--- src/rtl/serial_adder_seq.sv ---
// Bit-serial adder/subtractor: a single full-adder cell processes one bit pair per clock, LSB first.
// Build option SERIAL_ADDER_SUB_EN enables subtraction via the sub port; otherwise sub is ignored.
module serial_adder_seq #(
    parameter int WIDTH = 8
) (
    input  logic             clk,
    input  logic             rst_n,
    input  logic             start,
    input  logic             sub,
    input  logic [WIDTH-1:0] a,
    input  logic [WIDTH-1:0] b,
    output logic             busy,
    output logic             done,
    output logic [WIDTH-1:0] sum,
    output logic             cout,
    output logic             overflow
);

    localparam int CW = (WIDTH > 2) ? $clog2(WIDTH) : 1;

    typedef enum logic [1:0] {IDLE, RUN, DONE} state_t;

    state_t           state_reg, state_next;
    logic [WIDTH-1:0] a_sr_reg, b_sr_reg, r_sr_reg;
    logic [WIDTH-1:0] sum_reg;
    logic [CW-1:0]    cnt_reg;
    logic             carry_reg, c_msb_in_reg;
    logic             cout_reg, overflow_reg, done_reg;

    logic             s_bit, c_bit, last_bit;
    logic [WIDTH-1:0] b_load;
    logic             carry_load;

`ifdef SERIAL_ADDER_SUB_EN
    // Subtract as a + ~b + 1: invert b at load and seed the carry with 1.
    assign b_load     = sub ? ~b : b;
    assign carry_load = sub;
`else
    logic unused_sub;
    assign unused_sub = sub;
    assign b_load     = b;
    assign carry_load = 1'b0;
`endif

    assign s_bit    = a_sr_reg[0] ^ b_sr_reg[0] ^ carry_reg;
    assign c_bit    = (a_sr_reg[0] & b_sr_reg[0]) | (a_sr_reg[0] & carry_reg) | (b_sr_reg[0] & carry_reg);
    assign last_bit = (cnt_reg == CW'(WIDTH - 1));

    always_comb begin
        state_next = state_reg;
        busy       = 1'b0;
        case (state_reg)
            IDLE: if (start) state_next = RUN;
            RUN: begin
                busy = 1'b1;
                if (last_bit) state_next = DONE;
            end
            DONE:    state_next = IDLE;
            default: state_next = IDLE;
        endcase
    end

    always_ff @(posedge clk or negedge rst_n) begin
        if (!rst_n) begin
            state_reg    <= IDLE;
            a_sr_reg     <= '0;
            b_sr_reg     <= '0;
            r_sr_reg     <= '0;
            cnt_reg      <= '0;
            carry_reg    <= 1'b0;
            c_msb_in_reg <= 1'b0;
            sum_reg      <= '0;
            cout_reg     <= 1'b0;
            overflow_reg <= 1'b0;
            done_reg     <= 1'b0;
        end else begin
            state_reg <= state_next;
            done_reg  <= 1'b0;
            case (state_reg)
                IDLE: begin
                    if (start) begin
                        a_sr_reg  <= a;
                        b_sr_reg  <= b_load;
                        carry_reg <= carry_load;
                        cnt_reg   <= '0;
                    end
                end
                RUN: begin
                    r_sr_reg  <= {s_bit, r_sr_reg[WIDTH-1:1]};
                    a_sr_reg  <= a_sr_reg >> 1;
                    b_sr_reg  <= b_sr_reg >> 1;
                    carry_reg <= c_bit;
                    cnt_reg   <= cnt_reg + CW'(1);
                    // Carry entering the MSB cell, needed for signed overflow.
                    if (last_bit) c_msb_in_reg <= carry_reg;
                end
                DONE: begin
                    sum_reg      <= r_sr_reg;
                    cout_reg     <= carry_reg;
                    overflow_reg <= c_msb_in_reg ^ carry_reg;
                    done_reg     <= 1'b1;
                end
                default: ;
            endcase
        end
    end

    assign done     = done_reg;
    assign sum      = sum_reg;
    assign cout     = cout_reg;
    assign overflow = overflow_reg;

endmodule

--- config.mk ---
export PLATFORM = sky130hd
export DESIGN_NAME = serial_adder_seq
export DESIGN_NICKNAME = d
export VERILOG_FILES = /design/src/rtl/serial_adder_seq.sv
export SDC_FILE = /design/constraint.sdc
export NUM_CORES = 1
export LEC_CHECK = 0
export ABC_AREA = 1
export CORE_MARGIN = 8
export CORE_UTILIZATION = 52
export DETAILED_ROUTE_END_ITERATION = 6
export PLACE_DENSITY_LB_ADDON = 0.08
export SETUP_SLACK_MARGIN = 0.05
export SLEW_MARGIN = 20
export SYNTH_ARGS = -nofsm -noshare
export SYNTH_HDL_FRONTEND = slang
export SYNTH_SLANG_ARGS = --single-unit
--- constraint.sdc ---
create_clock -name clk -period 1.3 [get_ports clk]
set_input_delay 0.26 -clock clk [delete_from_list [all_inputs] [get_ports clk]]
set_output_delay 0.26 -clock clk [all_outputs]
set_load 0.05 [all_outputs]
==> impl_metrics.tcl <==
set metrics [dict create \
    grt_usage_pct 13.57 \
    finish.instance_area_mm2 0.002666 \
    hpwl_reported_at_the_end_of_detailed_placement_um 2679 \
    max_slew_violation_count 0 \
    per_instance_average_area_after_synthesis_um2 8.576 \
    drt_pre_antenna_iters 4 \
    synth.net_count 256 \
    crit_path_start "state_reg[1]" \
    global_route.usage.met2_pct 23.14 \
    floorplan.die_area_mm2 0.006082 \
    grt_overflow_total 0 \
    drt_iter0_drc 58 \
    final_setup_violating_endpoints 0 \
    peak_ir_drop_on_the_vdd_network_mv 1.448 \
    wire_length_per_cell_um 11.52 \
    maxCapViolations 0 \
    tritoncts "done" \
    ctsRootBufferMaster "clkbuf_8" \
    first_pass_grt_wire_length_um 6796 \
    warning_count_from_the_yosys_run 0 \
    grt.met1_usage_pct 16.01 \
    timing.final.hold_violations 0 \
    number_of_placement_rows 22 \
    post_layout_nets 299 \
    slew-limit-headroom_pct 84.88 \
    clock_tree.htree_level_count 2 \
    cp_data_required_time_ns 1.04 \
    yosys.cell_types.count 18 \
    fin_tns_setup_ns 0 \
    worst-r2r-cell-count 6 \
    element_type_at_the_critical_path_end "primary output" \
    routed_via_density 4.731 \
    peak_clock_frequency_supported_by_timing_mhz 773.6 \
    rsz_0062_raised_after_global_routing "yes" \
    min_period_ns 1.293 \
    clock_tree.buffer_depth 2 \
    rr_startpoint "state_reg[0]" \
    chipWidth_um 77.99 \
    design.core.area_mm2 0.003689 \
    io_pins 32 \
    floorplan.initialDensity_pct 54.17 \
    clk_pin_slew_ns 0.08 \
    crit_arrival_ns 1.03 \
    chipHeight_um 77.99 \
    outcome "complete, no violations" \
    seq_total_area_yosys_pct 52.60 \
    p_per_cell_area_mw_per_mm2 2474 \
    netlist_area_mm2 0.001998 \
    initial_antenna_violation_count 0 \
    clkLatencyLatePin_ns 0.28 \
    final_core_utilization_pct 72.29 \
    n_antenna_cell 0 \
    criticalPathCategory "reg -> out" \
    io_buffer_count 30 \
    detail_route.wirelength_um 3734 \
    drive_above_1_share_pct 18.84 \
    power.leakage_uw 0.001404 \
    met3_usage_pct 3.917 \
    place_congestion 0.7413 \
    synthCells 233 \
    rrSetupSlack_ns 0.06 \
    post_dp_cell_area_mm2 0.002510 \
    ys_ff_latch 42 \
    grt-busiest-layer "met2" \
    final.period_utilization_pct 99.44 \
    end_point_of_the_critical_path "busy" \
    cts-buffers-inserted 5 \
    worstPathMaxFanout 4 \
    numClockSinks 42 \
    ant_nets 0 \
    final_power_uw 6597 \
    total_vias_in_the_final_route 1533 \
    critical_path.reg2reg.endpoint "b_sr_reg[0]" \
    crit_path_start_kind "flop" \
    grt_pass1_vias 1530 \
    areaGrowthSynthToFinish_pct 33.44 \
    drc 0 \
    grt_max_degree 43 \
    timing.hold.worst.class "in -> async" \
    fin_worst_skew_ns 0.004267 \
    worst_margin_slew_ns 0.2268 \
]
synth_stat cells (all sizes together):
library cell | n | area [um^2]
a21oi | 1 | 8.760
buf | 9 | 78.82
dfrtp | 42 | 1051
fa | 1 | 20.02
ha | 2 | 25.02
inv | 43 | 166.4
nand2 | 79 | 311.5
nand3 | 29 | 145.1
nor2 | 4 | 31.28
o21ai | 22 | 151.4
xor2 | 1 | 8.760
layout by cell type (no fill, tap or decap), drive strengths merged:
cell / synthesis / layout
o21ai: 22 / 22
buf: 9 / 27
inv: 43 / 43
clkdlybuf4s50: 0 / 17
a21oi: 1 / 1
dfrtp: 42 / 42
xor2: 1 / 1
nor2: 4 / 4
clkbuf: 0 / 6
ha: 2 / 2
nand2: 79 / 79
dlygate4sd3: 0 / 1
bufinv: 0 / 1
fa: 1 / 1
nand3: 29 / 29
worst min path at each step:
stage	startpoint	endpoint	slack [ns]	cells after the start
floorplan	rst_n	a_sr_reg[0]	-0.04	0
global placement	rst_n	sum[2]	0.25	2
detailed placement	rst_n	sum[4]	0.26	2
CTS	rst_n	sum[4]	0.49	3
global route	cnt_reg[1]	cnt_reg[1]	0.49	2
finish	rst_n	sum[5]	0.47	3
cells by family (layout without fill, tap and decap cells):
group                      count (synthesis)  in the layout  share of synthesized area (%)
DFF                                       42             42                          52.60
and+or+nand+nor                          112            112                          24.42
xor gates and xnor gates                   1              1                         0.4384
buffers and inverters                     52             95                          12.27
adders and majority gates                  3              3                          2.254
AOI/OAI and AO/OA                         23             23                          8.015
cell type report:
type / instances / area [um^2]
inverter: 43 / 171.4
multi-input combinational: 139 / 709.4
clock buffer: 6 / 82.58
sequential: 42 / 1054
tap: 48 / 60.06
timing repair buffer: 45 / 559.3
clock inverter: 1 / 30.03
fill: 282 / 1022
critical path, cell delays in order (launching register included):
cell	delay, ns
dfrtp_2	0.46
nor2_4	0.14
buf_12	0.15
repair_timing:
action | in CTS | in global routing
setup buffers | 2 | 1
gates resized for setup | 2 | 3
pin swaps | 1 | 1
endpoints found under the setup margin | 3 | 32
hold endpoints to repair | 42 | 0
hold buffers | 1 | 0
per-stage QoR:
stage	instances	setup slack, ns	hold slack (ns)
finish	324	0.007295	0.4727
global route	324	-0.01963	0.4937
CTS	323	0.0005442	0.4856
detailed placement	313	-0.05069	0.2635
global placement	313	-0.05939	0.2492
floorplan	233	0.1812	-0.03559
routing by layer:
metal	up-vias	share of wire, %	routed length (um)
li1	794	-	-
met1	709	47	1746
met2	25	49	1827
met3	5	3.2	119
met4	0	1.1	40
met5	-	0	0
power by group:
group | internal [uW] | switching, uW | total, uW
clock network | 614 | 419 | 1030
registers | 1890 | 358 | 2250
logic | 1490 | 1820 | 3310
Note: power is estimated with default switching activity, not from simulation.
